$ cat config.mk
export PLATFORM = sky130hd
export DESIGN_NAME = pulse_conditioner
export DESIGN_NICKNAME = d
export VERILOG_FILES = /design/src/rtl/pulse_conditioner.sv
export SDC_FILE = /design/constraint.sdc
export NUM_CORES = 1
export LEC_CHECK = 0
export BUFFER_PORTS_ARGS = -buffer_cell sky130_fd_sc_hd__buf_2
export CORE_MARGIN = 5
export CORE_UTILIZATION = 36
export DETAILED_ROUTE_END_ITERATION = 7
export GPL_ROUTABILITY_DRIVEN = 0
export SYNTH_ARGS = -nofsm -noshare
export SYNTH_HDL_FRONTEND = slang
export SYNTH_SLANG_ARGS = --single-unit
$ cat constraint.sdc
create_clock -name sys_clk -period 1.86 [get_ports sys_clk]
set_clock_uncertainty 0.15 [all_clocks]
set_input_delay 0.093 -clock sys_clk [delete_from_list [all_inputs] [get_ports sys_clk]]
set_output_delay 0.093 -clock sys_clk [all_outputs]
set_load 0.005 [all_outputs]
$ cat src/rtl/pulse_conditioner.sv
// pulse_conditioner: synchronizes and deglitches an async input, emits edge strobes and a loss-of-signal flag.
// Define PULSE_CONDITIONER_GLITCH_CNT_EN to build the saturating rejected-glitch counter.
module pulse_conditioner #(
    parameter int          SYNC_STAGES    = 2,
    parameter int          FILT_LEN       = 4,
    parameter int unsigned TIMEOUT_CYCLES = 100000000
) (
    input  logic        sys_clk,
    input  logic        rst_n,
    input  logic        sig_in,
    output logic        sig_clean,
    output logic        rise_pulse,
    output logic        fall_pulse,
    output logic        sig_lost,
    output logic [15:0] glitch_cnt
);
    localparam logic [7:0]  FILT_LAST = 8'(FILT_LEN - 1);
    localparam logic [31:0] IDLE_LAST = 32'(TIMEOUT_CYCLES - 1);

    logic [SYNC_STAGES-1:0] sync_q;
    logic [7:0]             stab_q, stab_d;
    logic [31:0]            idle_q, idle_d;
    logic                   clean_q, rise_q, fall_q, lost_q, lost_d;
    logic                   sig_sync, differ, accept;

    assign sig_sync = sync_q[SYNC_STAGES-1];
    assign differ   = sig_sync != clean_q;
    assign accept   = differ && stab_q == FILT_LAST;

    // idle count is zero in the strobe cycle, so loss asserts TIMEOUT_CYCLES edges after the accepting edge
    always_comb begin
        stab_d = (differ && !accept) ? stab_q + 8'd1 : 8'd0;
        idle_d = accept ? 32'd0 : (idle_q == IDLE_LAST) ? idle_q : idle_q + 32'd1;
        lost_d = accept ? 1'b0 : (idle_q == IDLE_LAST) | lost_q;
    end

    always_ff @(posedge sys_clk or negedge rst_n) begin
        if (!rst_n) begin
            sync_q  <= '0;
            stab_q  <= '0;
            idle_q  <= '0;
            clean_q <= 1'b0;
            rise_q  <= 1'b0;
            fall_q  <= 1'b0;
            lost_q  <= 1'b0;
        end else begin
            sync_q  <= {sync_q[SYNC_STAGES-2:0], sig_in};
            stab_q  <= stab_d;
            idle_q  <= idle_d;
            clean_q <= accept ? sig_sync : clean_q;
            rise_q  <= accept && sig_sync;
            fall_q  <= accept && !sig_sync;
            lost_q  <= lost_d;
        end
    end

`ifdef PULSE_CONDITIONER_GLITCH_CNT_EN
    logic [15:0] glitch_q;
    logic        glitch_hit;

    // a partial run that collapses back to the accepted level is a rejected glitch
    assign glitch_hit = !differ && stab_q != 8'd0;

    always_ff @(posedge sys_clk or negedge rst_n) begin
        if (!rst_n) glitch_q <= '0;
        else        glitch_q <= (glitch_hit && glitch_q != 16'hFFFF) ? glitch_q + 16'd1 : glitch_q;
    end

    assign glitch_cnt = glitch_q;
`else
    assign glitch_cnt = 16'h0000;
`endif

    assign sig_clean  = clean_q;
    assign rise_pulse = rise_q;
    assign fall_pulse = fall_q;
    assign sig_lost   = lost_q;
endmodule

# Yosys cells after proc, flatten, opt, wreduce, memory -nomap -nowiden
# Cells that the tools add are included.
[op_classes]
n_addsub = 2
eq_ne = 4
n_mux = 4
bitwise_logic = 1
reduce_logical = 6
[ops]
columns = ["op", "n"]
rows = [
  ["2-to-1 mux 32 bit", 2],
  ["adder 32 x 1 -> 32 bit (second input constant)", 1],
  ["== test 32 x 27 -> 1 bit (second input constant)", 1],
  ["adder 8 x 1 -> 8 bit (second input constant)", 1],
  ["== test 8 x 2 -> 1 bit (second input constant)", 1],
  ["2-to-1 mux 8 bit", 1],
  ["logical AND 1 bit", 4],
  ["zero test 1 bit", 2],
  ["!= test 2 bit (second input constant)", 1],
  ["2-to-1 mux 1 bit", 1],
  ["!= test 1 bit", 1],
  ["bitwise OR 1 bit", 1],
]
[totals]
ff_bits = 46
input_bits = 3
output_inout_bits = 20

# Depth between registers and ports, before layout
# Gate-level depths: netlist (run 1).
[depth]
ltp_word = 5
ltp_mapped = 6
ltp_nobuf = 5

# Worst setup path after synthesis (run 1)
# OpenSTA, ideal clock, no wires.
[synth_path]
kind = "reg-to-reg"
from = "reg idle_q[2]"
to = "reg idle_q[1]"
arrival_time_ns = 1.694
required_ns = 1.578
setup_slack_ns = -0.116
path_stages_with_launch = 7
period_less_slack_ns = 1.976
cell_sequence = "dfrtp_1 > and4_4 > nand4_2 > nor4_4 > buf_6 > mux2i_1 > nor2_1"
[synth_between]
elab_chain_len = 2
[synth_rtl]
columns = ["element", "line_no", "source"]
rows = [
  ["from (decl)", "22", "logic [31:0] idle_q, idle_d;"],
  ["from (signal assigned)", "49", "idle_q <= idle_d;"],
  ["== test 32 x 27 -> 1 bit", "33", "idle_d = accept ? 32'd0 : (idle_q == IDLE_LAST) ? idle_q : idle_q + 32'd1;"],
  ["!= test 2 bit (no source line)", "n/a", ""],
]
# No other way between the ends.
# A chain may end at the register's enable or synchronous reset.

# Worst setup path in the final report (run 1)
[layout_path]
from = "reg idle_q[2]"
to = "reg idle_q[19]"
[layout_between]
elab_chain_len = 3
word_cells_on_any_way = 5
classes_between = "add/sub (1); eq/ne (2); mux (2)"
[layout_rtl]
columns = ["element", "line_no"]
rows = [
  ["adder 32 x 1 -> 32 bit", "33"],
  ["2-to-1 mux 32 bit (2 in series)", "33"],
]
# Several ways; a longest one is shown, not always the timed one. The select of a mux whose other input is x is not followed.

==> results of run 1 <==
power breakdown:
group	internal, W	switching, W
sequential	0.00111	0.0000921
clock	0.000253	0.000335
combinational	0.000276	0.000295
total	0.00164	0.000722
cell families after synthesis:
| group | Yosys count | synth area share [%] |
|---|---|---|
| other | 1 | 0.1577 |
| xor gates and xnor gates | 23 | 8.469 |
| buffers and inverters | 32 | 7.891 |
| and+or+nand+nor | 115 | 26.99 |
| adders and majority gates | 2 | 1.052 |
| DFF | 46 | 48.40 |
| muxes | 2 | 0.8942 |
| AOI/OAI and AO/OA | 28 | 6.155 |
metal layers:
| metal | share of wire (%) | vias up | GRT usage (%) | wire length [um] |
|---|---|---|---|---|
| li1 | - | 936 | - | - |
| met1 | 47 | 891 | 15.54 | 2285 |
| met2 | 46 | 39 | 19.95 | 2239 |
| met4 | 2.5 | 0 | 5.501 | 121 |
| met3 | 4.0 | 9 | 2.810 | 196 |
| met5 | 0 | - | 0 | 0 |
stage by stage:
stage	setup WS [ns]	instance area, um^2	total power (W)
2_1_floorplan	-0.07854	2441	0.001526
3_3_place_gp	-0.1547	2771	0.001735
3_5_place_dp	-0.1368	2771	0.001752
4_1_cts	-0.1124	2894	0.002349
5_1_grt	-0.1623	2994	0.002505
6_report	-0.09424	2994	0.002358
flip-flops by register name (all words and copies together), names as in the netlist:
signal      cells
idle_q         32
stab_q          8
sync_q          2
fall_pulse      1
rise_pulse      1
sig_clean       1
sig_lost        1
area by class of cell:
type / instances / area (um^2)
clock inverters: 2 / 10.01
multi-input cells: 186 / 1217
repair buffers: 53 / 416.7
flip-flops and latches: 46 / 1151
well taps: 77 / 96.34
fillers: 596 / 3392
inverters: 9 / 33.78
clock buffers: 5 / 68.82
Yosys cell counts (9+ instances only):
cell type,number
nand3_1,11
nand2_1,12
o21ai_0,10
dfrtp_1,46
xnor2_1,18
or3_1,13
nor2_1,29
a21oi_1,14
buf_4,16
nor3_1,15
inv_1,9
cell usage in the layout (no fill, tap or decap), types with 3 or more instances in the layout:
master,instances
dfrtp_1,46
buf_4,42
nor2_1,28
xnor2_1,18
conb_1,16
or3_1,13
nand2_1,12
nand3_1,11
inv_1,9
a21oi_1,9
nor3_1,9
and3_1,6
nor3_2,6
o21ai_0,6
buf_2,6
xor2_1,5
nand4_1,5
a21oi_2,5
clkbuf_8,5
o21ai_1,4
nor4_4,3
path summary, 6_finish.rpt:
check | from | end | slack (ns)
setup / recovery | idle_q[2] | idle_q[19] | -0.09
hold / removal | rst_n | stab_q[0] | 0.14
setup reg to reg | idle_q[2] | idle_q[19] | -0.09
hold reg to reg | sync_q[0] | sync_q[1] | 0.20
max in group asynchronous | rst_n | idle_q[17] | 1.21
min in group sys_clk | sync_q[0] | sync_q[1] | 0.20
timing repair:
action,in CTS,in global routing
resized for setup,5,22
setup buffers,0,1
hold buffers,2,0
pin swaps,6,13
endpoints found under the setup margin,12,33
endpoints found under the hold margin,47,0
worst register-to-register path: stages (launching register included):
cell and delay [ns]:
dfrtp_1 0.36, and4_4 0.27, nand4_4 0.11, buf_4 0.17, or3_1 0.37, or3_1 0.33, a21oi_2 0.13
==> flow_summary.yaml, run 1 <==
status:
  outcome: "finished, violations left"
  violations: "negative setup slack"
logic_synthesis:
  synth-async-reset-ratio_pct: 100.0
  ys_ff_latch: 46
  ys_types: 35
  synth_top_area_share_pct: 48.40
  syn_area_um2: 2379
  avgSynthCellArea_um2: 9.552
  seq_area_frac_synth_pct: 48.40
  yosysTopAreaCell: "dfrtp_1"
  synth_edf_count: 0
  synth_ff_type: "dfrtp_1"
  yosys_warnings: 0
  synth_area_leaders: "dfrtp_1 (48%), xnor2_1 (6.6%), buf_4 (5.0%), nor2_1 (4.6%), or3_1 (3.4%)"
  netlist_instances: 249
global_route:
  grt_pass1_wl_mm: 8.355
  antenna_found_initial: 0
  grt_usage_pct: 12.27
  grt_pass1_vias: 1818
  overflow: 0
  grt_max_degree: 47
critical_path:
  cp_slowest_cell: "or3_1"
  r2r_cells: 6
  critPathBufInv: 1
  critPathTopFamily: "simple AND/OR/NAND/NOR gates"
  crit_chain: "and4_4 > nand4_4 > buf_4 > or3_1 > or3_1 > a21oi_2"
  endpoint_kind: "register"
  path_common_cell: "or3_1"
  crit_fanout: 4
  worstPathRequired_ns: 1.94
  slowest_delay_ns: 0.37
  path_class: "register to register"
  setup.worst_path.start_class: "register"
  cp.depth: 6
  worstPathArrival_ns: 2.03
timing:
  setup_viol: 5
  hold_ws_ns: 0.1382
  final.setup.tns_ns: -0.2839
  fin_ws_ns: -0.09424
  slew_viol_final: 0
  report.final.hold_viol_count: 0
  min_period_ns: 1.954
  clock.fmax_mhz: 511.7
  grt_setup_unrepaired: "true"
  post-route-period-util_pct: 105.1
clock_tree:
  cts_max_level: 2
  cts_tree: "yes"
  clk_path_buf_depth: 2
  clock_latency_ns: 0.30
  cts.reportedPaths.clkPinSlew_ns: 0.08
  root_buffer: "clkbuf_8"
  cts.sinks: 46
  numCtsBuffers: 5
detailed_routing:
  via_count: 1875
  drt-vias-per-instance: 4.960
  postRouteAntennaNets: 0
  detail_route.drc_violations: 0
  drt_wl_total_mm: 4.842
  wl_per_cell_um: 12.81
  drtIter0Drc: 82
  firstDrtPassIters: 4
pwr:
  power_density_nw_per_um2: 787.5
  ir_drop_mv: 0.4176
  p_leak_nw: 1.389
layout:
  utilization_pct: 46.88
  layout-drive-gt1-share_pct: 28.24
  areaGrowthSynthToFinish_pct: 25.88
  post_layout_nonfiller_instances: 378
  insertedDiodeCount: 0
  fin_nets: 306
floorplanning:
  coreArea_um2: 6386
  dieArea_um2: 8333
  start_util_pct: 37.25
  fp-row-count: 29
  die_x_um: 91.29
  die_h_um: 91.29
  pin_count: 23
placement:
  io_buffers: 6
  dpl.cell_count: 368
  dp_hpwl_mm: 3.423
job:
  cap_violations: 0
worst_hold_path:
  hold_class: "primary input to asynchronous set/reset pin"
(Power assumes the default switching activity.)
==> run 2: changes to the inputs <==
--- a/config.mk
+++ b/config.mk
@@ -7,9 +7,10 @@
 export LEC_CHECK = 0
 export BUFFER_PORTS_ARGS = -buffer_cell sky130_fd_sc_hd__buf_2
 export CORE_MARGIN = 5
-export CORE_UTILIZATION = 36
+export CORE_UTILIZATION = 53
 export DETAILED_ROUTE_END_ITERATION = 7
 export GPL_ROUTABILITY_DRIVEN = 0
+export PLACE_DENSITY = 0.75
 export SYNTH_ARGS = -nofsm -noshare
 export SYNTH_HDL_FRONTEND = slang
 export SYNTH_SLANG_ARGS = --single-unit
==> run 2 against run 1 <==
  * The flow still finishes with violations (negative setup slack)
  * Via count grew 7.7%
  * Hold slack lost 0.0039 ns
  * Power grew 8.7%
  * Global-route usage grew 5.7 points
  * Clock power grew 8.2%
  * Maximum frequency shrank 3.0%
  * Critical endpoint is now idle_q[27]
  * Largest cell class unchanged
  * Largest power group unchanged
==> flow_summary.yaml, run 2 (same netlist as run 1, synthesis figures left out) <==
status:
  outcome: "finished, violations left"
  violations: "negative setup slack"
clock_tree:
  cts_max_level: 2
  numCtsBuffers: 5
  cts.reportedPaths.clkPinSlew_ns: 0.09
  clk_path_buf_depth: 2
  cts_tree: "yes"
  root_buffer: "clkbuf_8"
  cts.sinks: 46
  clock_latency_ns: 0.31
global_route:
  grt_usage_pct: 17.97
  busiest_layer: "met2"
  met1_usage_pct: 24.11
  grt_pass1_vias: 1883
  use_met3_pct: 4.215
  met2_usage_pct: 28.01
  grt_max_degree: 47
  antenna_found_initial: 0
  overflow: 0
  grt_pass1_wl_mm: 8.728
layout:
  areaGrowthSynthToFinish_pct: 32.35
  fin_nets: 322
  seq_area_um2: 1151
  post_layout_nonfiller_instances: 370
  multi_input_area_um2: 1251
  top_register: "idle_q"
  fillers: 301
  finalInstanceArea_um2: 3148
  layout-drive-gt1-share_pct: 33.65
  top_regs: "idle_q x32, stab_q x8, sync_q x2"
  utilization_pct: 72.30
  mostFrequentLayoutCells: "buf_4 (53), dfrtp_1 (46), nor2_1 (28), xnor2_1 (18), conb_1 (16)"
  layout_commonest_cell: "buf_4"
  largest_reg_flops: 32
  insertedDiodeCount: 0
timing:
  slew_viol_final: 0
  min_period_ns: 2.016
  report.final.hold_viol_count: 0
  setup_viol: 14
  grt_setup_unrepaired: "true"
  post-route-period-util_pct: 108.4
  clock.fmax_mhz: 496.1
  fin_ws_ns: -0.1556
critical_path:
  endpoint_kind: "register"
  setup.worst_path.start_class: "register"
  crit_fanout: 3
  worstPathRequired_ns: 1.96
  crit_chain: "and3_4 > nand4_1 > or4_4 > or4_1 > nand2_1"
  cp_slowest_cell: "or4_4"
  critPathTopFamily: "simple AND/OR/NAND/NOR gates"
  r2r-end: "idle_q[27]"
  r2r_start: "idle_q[10]"
  crit_end: "idle_q[27]"
  slowest_delay_ns: 0.52
  cp.depth: 5
  reg2reg_slack_ns: -0.16
  r2r_cells: 5
  worstPathArrival_ns: 2.12
  path_class: "register to register"
  cp-startpoint: "idle_q[10]"
  critPathBufInv: 0
placement:
  dpl_cell_area_um2: 2763
  dp_hpwl_mm: 3.437
  io_buffers: 6
  dpl.cell_count: 346
pwr:
  p_leak_nw: 1.475
  power_density_nw_per_um2: 814.4
  ir_drop_mv: 0.5499
floorplanning:
  die_x_um: 76.99
  coreArea_um2: 4354
  pin_count: 23
  die_h_um: 76.99
  dieArea_um2: 5927
  fp-row-count: 24
  start_util_pct: 54.63
detailed_routing:
  wl_per_cell_um: 15.51
  firstDrtPassIters: 4
  drtIter0Drc: 125
  via_count: 2019
  drt_wl_total_mm: 5.737
  drt-vias-per-instance: 5.457
  postRouteAntennaNets: 0
  detail_route.drc_violations: 0
worst_hold_path:
  hold_class: "primary input to asynchronous set/reset pin"
job:
  cap_violations: 0
==> run 2: cell count changes in the layout (fill, tap and decap cells not counted), moves of 2 or more <==
cell     before  now
buf_4        42   53
buf_6         1    6
nor3_1        9   12
nor3_2        6    3
o21ai_0       6    4
o21ai_2       1    4
or3_1        13    8
or3_4         0    5
==> run 2: area by class of cell <==
| cell class | instances | area share, % |
|---|---|---|
| Multi-Input combinational cell | 186 | 39.75 |
| Clock inverter | 1 | 0.1590 |
| Inverter | 9 | 1.073 |
| Clock buffer | 7 | 2.742 |
| Tap cell | 52 | 2.067 |
| Timing Repair Buffer | 69 | 17.65 |
| Sequential cell | 46 | 36.57 |
==> run 2: per-layer routing <==
metal	part of all wire [%]	wire length (um)
met1	45	2570
met2	48	2749
met3	4.4	252
met4	2.9	164
met5	0	0
==> run 2: power breakdown <==
part	internal (W)	leakage (nW)	switching (W)	total (W)
logic	0.000358	0.803	0.000386	0.000744
clock network	0.000300	0.0482	0.000335	0.000635
registers	0.00111	0.623	0.0000767	0.00118
total	0.00177	1.47	0.000798	0.00256
==> run 2: worst register-to-register path, delay by kind of cell (launching register included) <==
| kind | cells | cell delay (ns) |
|---|---|---|
| DFF | 1 | 0.44 |
| and+or+nand+nor | 5 | 1.38 |
==> run 2: how the worst min path moves through the flow <==
stage / start / endpoint / slack [ns]
after floorplan: rst_n / fall_pulse / -0.35
after global placement: rst_n / stab_q[6] / -0.05
after detailed placement: rst_n / stab_q[4] / -0.05
after CTS: rst_n / stab_q[4] / 0.15
after global routing: rst_n / stab_q[2] / 0.18
final: rst_n / stab_q[2] / 0.13
==> run 2: metrics by stage <==
| step | power (W) | hold WS (ns) | setup TNS (ns) | worst slack [ns] |
|---|---|---|---|---|
| CTS | 0.002449 | 0.1524 | -0.2293 | -0.07334 |
| floorplan | 0.001526 | -0.3526 | -0.2017 | -0.07854 |
| finish | 0.002564 | 0.1344 | -1.240 | -0.1556 |
| global placement | 0.001756 | -0.05412 | -0.2552 | -0.05694 |
| detailed placement | 0.001776 | -0.05265 | -0.7923 | -0.1300 |
| global route | 0.002705 | 0.1798 | -2.493 | -0.2422 |
==> run 2: timing repair <==
action,CTS,global route
resized for setup,10,32
hold endpoints to repair,47,0
endpoints found under the setup margin,11,20
hold buffers,2,0
buffers inserted,5,8
pin swaps,5,17
cloned,1,0
